### src/rtl/linha_pkg.sv
// Shared definitions for the bottling line: sealing-station state encodings,
// default sealing parameters and cork-system limits.
package linha_pkg;

    typedef enum logic [2:0] {
        StIdle         = 3'd0,
        StEsteira      = 3'd1,
        StAguardaRolha = 3'd2,
        StVedando      = 3'd3,
        StLibera       = 3'd4,
        StCheio        = 3'd5,
        StFalha        = 3'd6
    } estado_t;

    localparam int unsigned CiclosVedacaoPadrao   = 8;
    localparam int unsigned TimeoutRolhaPadrao    = 1000;
    localparam int unsigned WTimerPadrao          = 16;

    // Cork-supply limits shared with sistema_rolhas and sistema_garrafas.
    localparam int unsigned CapacidadeRolhasLinha = 99;
    localparam int unsigned CapacidadeDispensador = 20;
    localparam int unsigned LimiteDuzias          = 10;

endpackage

### src/rtl/temporizador_vedacao.sv
// Loadable saturating up-counter with synchronous clear and a terminal-count flag
// (count >= limit). Shared by the sealing-time and cork-timeout functions.
module temporizador_vedacao #(
    parameter int unsigned W = 16
) (
    input  logic         clk,
    input  logic         rst,
    input  logic         clr,
    input  logic         load,
    input  logic [W-1:0] load_value,
    input  logic         en,
    input  logic [W-1:0] limit,
    output logic         tc
);

    logic [W-1:0] count_q;

    always_ff @(posedge clk) begin
        if (rst || clr) begin
            count_q <= '0;
        end else if (load) begin
            count_q <= load_value;
        end else if (en && (count_q != {W{1'b1}})) begin
            count_q <= count_q + 1'b1;
        end
    end

    assign tc = (count_q >= limit);

endmodule

### src/rtl/fsm_vedacao.sv
// Sealing-station controller: stops the conveyor at a bottle, consumes one cork,
// runs the sealing actuator and releases the bottle. Optional macro VEDACAO_TIMEOUT_EN
// adds a cork-wait timeout into FALHA.
module fsm_vedacao
    import linha_pkg::*;
#(
    parameter int unsigned CICLOS_VEDACAO = CiclosVedacaoPadrao,
    parameter int unsigned TIMEOUT_ROLHA  = TimeoutRolhaPadrao,
    parameter int unsigned W_TIMER        = WTimerPadrao
) (
    input  logic       CLOCK,
    input  logic       RESET,
    input  logic       ENABLE_LINHA,
    input  logic       SENSOR_GARRAFA,
    input  logic       ROLHAS_DISPONIVEIS,
    input  logic       ALARME_SEM_ROLHA,
    input  logic       LIMITE_DUZIAS,
    output logic       DECREMENTA_ROLHA,
    output logic       INCREMENTA_GARRAFA,
    output logic       MOTOR_ESTEIRA,
    output logic       ATUADOR_VEDACAO,
    output logic       ALARME_VEDACAO,
    output logic [2:0] ESTADO
);

    localparam logic [W_TIMER-1:0] LimVedacao = W_TIMER'(CICLOS_VEDACAO - 1);
    localparam logic [W_TIMER-1:0] LimTimeout = W_TIMER'(TIMEOUT_ROLHA - 1);

    estado_t state_q, state_d;

    logic motor_d, atuador_d, alarme_d, decrementa_d, incrementa_d;
    logic timer_clr, timer_en, timer_tc;
    logic [W_TIMER-1:0] timer_limit;

    // Timer restarts on every state change, so it always counts cycles spent in
    // the current state.
    assign timer_clr   = (state_d != state_q);
    assign timer_en    = (state_q == StAguardaRolha) || (state_q == StVedando);
    assign timer_limit = (state_q == StVedando) ? LimVedacao : LimTimeout;

    temporizador_vedacao #(
        .W (W_TIMER)
    ) u_temporizador (
        .clk        (CLOCK),
        .rst        (RESET),
        .clr        (timer_clr),
        .load       (1'b0),
        .load_value ({W_TIMER{1'b0}}),
        .en         (timer_en),
        .limit      (timer_limit),
        .tc         (timer_tc)
    );

    always_comb begin
        state_d = state_q;
        unique case (state_q)
            StIdle: begin
                if (ENABLE_LINHA && !LIMITE_DUZIAS) state_d = StEsteira;
            end
            StEsteira: begin
                if (SENSOR_GARRAFA)     state_d = StAguardaRolha;
                else if (!ENABLE_LINHA) state_d = StIdle;
            end
            StAguardaRolha: begin
                if (ROLHAS_DISPONIVEIS)    state_d = StVedando;
                else if (ALARME_SEM_ROLHA) state_d = StFalha;
`ifdef VEDACAO_TIMEOUT_EN
                else if (timer_tc)         state_d = StFalha;
`endif
            end
            StVedando: begin
                if (timer_tc) state_d = StLibera;
            end
            StLibera: begin
                // Enable/limit changes only take effect once the bottle has left.
                if (!SENSOR_GARRAFA) begin
                    if (ENABLE_LINHA && !LIMITE_DUZIAS) state_d = StEsteira;
                    else if (LIMITE_DUZIAS)             state_d = StCheio;
                    else                                state_d = StIdle;
                end
            end
            StCheio: begin
                state_d = StCheio;
            end
            StFalha: begin
                if (ROLHAS_DISPONIVEIS) state_d = StAguardaRolha;
            end
            default: begin
                state_d = StIdle;
            end
        endcase
    end

    // Outputs are registered alongside the state, so they follow state_d.
    always_comb begin
        motor_d      = (state_d == StEsteira) || (state_d == StLibera);
        atuador_d    = (state_d == StVedando);
        alarme_d     = (state_d == StCheio) || (state_d == StFalha);
        decrementa_d = (state_q == StAguardaRolha) && (state_d == StVedando);
        incrementa_d = (state_q == StVedando) && (state_d == StLibera);
    end

    always_ff @(posedge CLOCK) begin
        if (RESET) begin
            state_q            <= StIdle;
            MOTOR_ESTEIRA      <= 1'b0;
            ATUADOR_VEDACAO    <= 1'b0;
            ALARME_VEDACAO     <= 1'b0;
            DECREMENTA_ROLHA   <= 1'b0;
            INCREMENTA_GARRAFA <= 1'b0;
        end else begin
            state_q            <= state_d;
            MOTOR_ESTEIRA      <= motor_d;
            ATUADOR_VEDACAO    <= atuador_d;
            ALARME_VEDACAO     <= alarme_d;
            DECREMENTA_ROLHA   <= decrementa_d;
            INCREMENTA_GARRAFA <= incrementa_d;
        end
    end

    assign ESTADO = state_q;

endmodule
### config.mk
export PLATFORM = sky130hd
export DESIGN_NAME = fsm_vedacao
export DESIGN_NICKNAME = d
export VERILOG_FILES = /design/src/rtl/linha_pkg.sv /design/src/rtl/temporizador_vedacao.sv /design/src/rtl/fsm_vedacao.sv
export SDC_FILE = /design/constraint.sdc
export NUM_CORES = 1
export LEC_CHECK = 0
export ABC_AREA = 1
export CAP_MARGIN = 20
export CELL_PAD_IN_SITES_DETAIL_PLACEMENT = 0
export CELL_PAD_IN_SITES_GLOBAL_PLACEMENT = 2
export CORE_ASPECT_RATIO = 2
export CORE_MARGIN = 2
export CORE_UTILIZATION = 30
export DETAILED_ROUTE_END_ITERATION = 7
export GPL_TIMING_DRIVEN = 0
export PLACE_DENSITY_LB_ADDON = 0.08
export SETUP_SLACK_MARGIN = 0.02
export SLEW_MARGIN = 20
export SYNTH_ARGS = -nofsm -noshare
export SYNTH_HDL_FRONTEND = slang
export SYNTH_SLANG_ARGS = --single-unit
### constraint.sdc
create_clock -name CLOCK -period 2.26 [get_ports CLOCK]
set_input_delay 0.678 -clock CLOCK [delete_from_list [all_inputs] [get_ports CLOCK]]
set_output_delay 0.678 -clock CLOCK [all_outputs]
set_load 0.005 [all_outputs]
==> results <==
[cell usage after synthesis]
cell,number,share of area (%)
a21oi_1,3,1.1
buf_1,1,0.27
buf_6,1,0.82
dfxtp_1,24,35
ha_1,4,3.6
inv_1,40,11
inv_2,1,0.27
nand2_1,35,9.5
nand2_2,6,2.7
nand3_1,15,5.4
nand3_2,1,0.73
nand4_1,8,3.6
nor2_1,40,11
nor2_4,1,0.82
nor3_1,6,2.2
nor4_1,2,0.91
o21ai_0,3,1.1
o31ai_1,1,0.54
or2_2,2,0.91
xnor2_1,4,2.5
xor2_1,10,6.3
[sequential cells by signal (all words and copies together) (netlist names)]
name and count:
ALARME_VEDACAO 1, ATUADOR_VEDACAO 1, DECREMENTA_ROLHA 1, ESTADO 3
INCREMENTA_GARRAFA 1, MOTOR_ESTEIRA 1, u_temporizador.count_q 16
[path summary, 6_finish.rpt]
check        slack [ns]                                     from                                 endpoint
max                0.16                     ESTADO[0]$_SDFF_PP0_  u_temporizador.count_q[14]$_SDFFE_PP0P_
min                0.56  u_temporizador.count_q[15]$_SDFFE_PP0P_  u_temporizador.count_q[15]$_SDFFE_PP0P_
max reg2reg        0.16                     ESTADO[0]$_SDFF_PP0_  u_temporizador.count_q[14]$_SDFFE_PP0P_
min reg2reg        0.56  u_temporizador.count_q[15]$_SDFFE_PP0P_  u_temporizador.count_q[15]$_SDFFE_PP0P_
[layer usage]
layer  vias up  part of all wire (%)  track usage (%)
li1        701                     -                -
met1       578                    47            19.89
met2         8                    51            22.20
met3         2                   1.3            1.488
met4         0                  0.93            4.858
met5         -                     0                0
[power groups by stage]
stage               Sequential [mW]  Combinational (mW)  Clock [mW]
floorplan                     0.444              0.0571           0
global placement              0.446              0.0959           0
detailed placement            0.446              0.0941           0
CTS                           0.434               0.115       0.302
global route                  0.433               0.149       0.317
finish                        0.432               0.135       0.291
[cells in the final DEF, fill, tap and decap left out]
| master | instances |
|---|---|
| buf_4 | 8 |
| o21ai_0 | 3 |
| xor2_1 | 10 |
| o31ai_1 | 1 |
| buf_6 | 5 |
| ha_2 | 1 |
| a21oi_1 | 1 |
| nand3_1 | 13 |
| or2_2 | 2 |
| ha_4 | 2 |
| clkdlybuf4s50_1 | 13 |
| dfxtp_1 | 21 |
| ha_1 | 1 |
| nor3_1 | 6 |
| xnor2_1 | 4 |
| nor4_4 | 1 |
| inv_2 | 1 |
| dfxtp_4 | 3 |
| nor2_1 | 28 |
| buf_1 | 1 |
| nand3_4 | 2 |
| clkbuf_8 | 4 |
| nand4_1 | 8 |
| nand2_4 | 2 |
| nor2_2 | 10 |
| nor4_1 | 1 |
| nand2_2 | 6 |
| nand2_1 | 33 |
| nor2_4 | 3 |
| a21oi_2 | 2 |
| inv_1 | 40 |
| nand3_2 | 1 |
[logic make-up (layout without fill, tap and decap cells)]
kind of cell,Yosys count,after routing,synth area share [%]
and+or+nand+nor,116,116,37.72
DFF,24,24,34.81
adders and majority gates,4,4,3.627
AOI/OAI and AO/OA,7,7,2.719
buffers and inverters,43,72,12.24
xor gates and xnor gates,14,14,8.884
[through the flow]
stage / TNS [ns] / instance area, µm² / std cells / util, %
final: 0 / 1881 / 292 / 41.69
after global routing: 0 / 1881 / 292 / 41.69
after CTS: 0 / 1710 / 287 / 37.92
after detailed placement: -6.651 / 1579 / 276 / 35.01
after global placement: -7.333 / 1579 / 276 / 35.01
after floorplan: 0 / 1380 / 208 / -
[cell type report]
type	count	area (µm²)	area share [%]
plain buffers	2	15.01	0.7984
clock buffers	4	55.05	2.927
inverters	41	153.9	8.184
multi-input cells	141	860.8	45.78
flip-flops and latches	24	491.7	26.15
well taps	55	68.82	3.659
repair buffers	25	235.2	12.51
[critical path, cell delays in order, from the launching register on]
cell	delay, ns
dfxtp_4	0.39
nand2_4	0.06
nor2_4	0.13
ha_4	0.23
nand2_4	0.08
nand3_4	0.06
nor4_4	0.18
buf_4	0.17
nand3_4	0.09
nand2_2	0.08
nand2_1	0.05
nand2_1	0.08
nor2_2	0.04
nand2_2	0.13
buf_6	0.17
nor2_1	0.04
[timing repair]
action | CTS | global route
hold buffers | 0 | 0
setup buffers | 6 | 5
endpoints found under the setup margin | 23 | 19
cloned | 1 | 0
gates resized for setup | 8 | 32
pin swaps | 5 | 14
==> impl_metrics.json <==
{
  "maxSlewHeadroom_pct": 75.55,
  "die_width_um": 51.96,
  "cts_htree_levels": 1,
  "crit_required_ns": 2.43,
  "place.port_buffers": 13,
  "setup_slack_at_placement_ns": -0.4456,
  "critical_path.max_fanout": 5,
  "report.final.hold_viol_count": 0,
  "1st_iter_drt_viols": 18,
  "report.final.slew_viol_count": 0,
  "rsz_0062_raised_after_global_routing": "false",
  "report.final.setup_viol": 0,
  "drt_pass1_iterations": 4,
  "switchingPower_mw": 0.2138,
  "clock_sinks": 24,
  "grt_pass1_wl_mm": 5.658,
  "leakage_nw": 0.7843,
  "cts-root-to-sink-buffers": 2,
  "path_clk_slew_ns": 0.09,
  "cp_data_arrival_time_ns": 2.27,
  "vias_in_the_first_global_route": 1225,
  "grt_util_all_layers_pct": 14.16,
  "period_needed_ns": 2.099,
  "max-vdd-ir-drop_v": 0.0003039,
  "min-delay-path-class": "flip-flop to flip-flop",
  "netlist_area_mm2": 0.001380,
  "core_area_mm2": 0.004511,
  "num_antenna_cells": 0,
  "place_congestion": 0.7700,
  "finalClockSkew_ns": 0.006795,
  "power_per_cell_area_mw_per_mm2": 456.1,
  "layout_worst_path_cycle_share_pct": 92.86,
  "top_level_ports": 15,
  "min_delay_path_depth": 2,
  "die_y_um": 99.92,
  "vias_per_cell": 4.414,
  "design_power_total_mw": 0.8577,
  "row_count": 35,
  "power.share.switching_pct": 24.93,
  "globalRoute.totalOverflow": 0,
  "seq_power_share_pct": 50.4,
  "antenna_found_initial": 0,
  "avgSynthCellArea_um2": 6.635,
  "result_of_the_run": "completed",
  "reg2regPathDepth": 15,
  "layout-area-overhead-vs-synth_pct": 36.26,
  "maxCapViolCount": 0,
  "finalNetCount": 249,
  "wl_mm": 3.241,
  "synthCells": 208,
  "routed-via-count": 1289,
  "syn-num-nets": 219,
  "hold-worst-slack_ns": 0.5569,
  "routedWlPerCell_um": 11.10,
  "final_layout_size_suffix_gt1_share_pct": 22.36,
  "post_synthesis_cell_type_count": 21,
  "share_clk_of_total_power_pct": 33.9,
  "antenna_left": 0,
  "post-route-worst-setup-slack_ns": 0.1614,
  "timing.critical_path.from_type": "flip-flop",
  "filler_cell_count": 492,
  "dieArea_mm2": 0.005192,
  "synth_seq_area_share_pct": 34.81,
  "maximum_number_of_pins_on_one_net_before_global_route_repair": 14,
  "cp-end-kind": "flip-flop",
  "initial_core_util_pct": 30.60,
  "post-route-drc-count": 0,
  "clk_root_buffer_cell": "clkbuf_8",
  "worst-slew-pin-transition_ns": 0.3668,
  "tritoncts": "done",
  "numCtsBuffers": 3,
  "post-dp-hpwl_mm": 2.360,
  "comb_power_share_pct": 15.7,
  "yosys_register_bits": 24,
  "synth.yosys.warnings": 0,
  "fmax_mhz": 476.5,
  "internal-power_mw": 0.6439,
  "critPathKind": "flip-flop to flip-flop",
  "clock_insertion_delay_worst_skew_ns": 0.27
}
No activity file was read; power rests on OpenSTA's default activity.
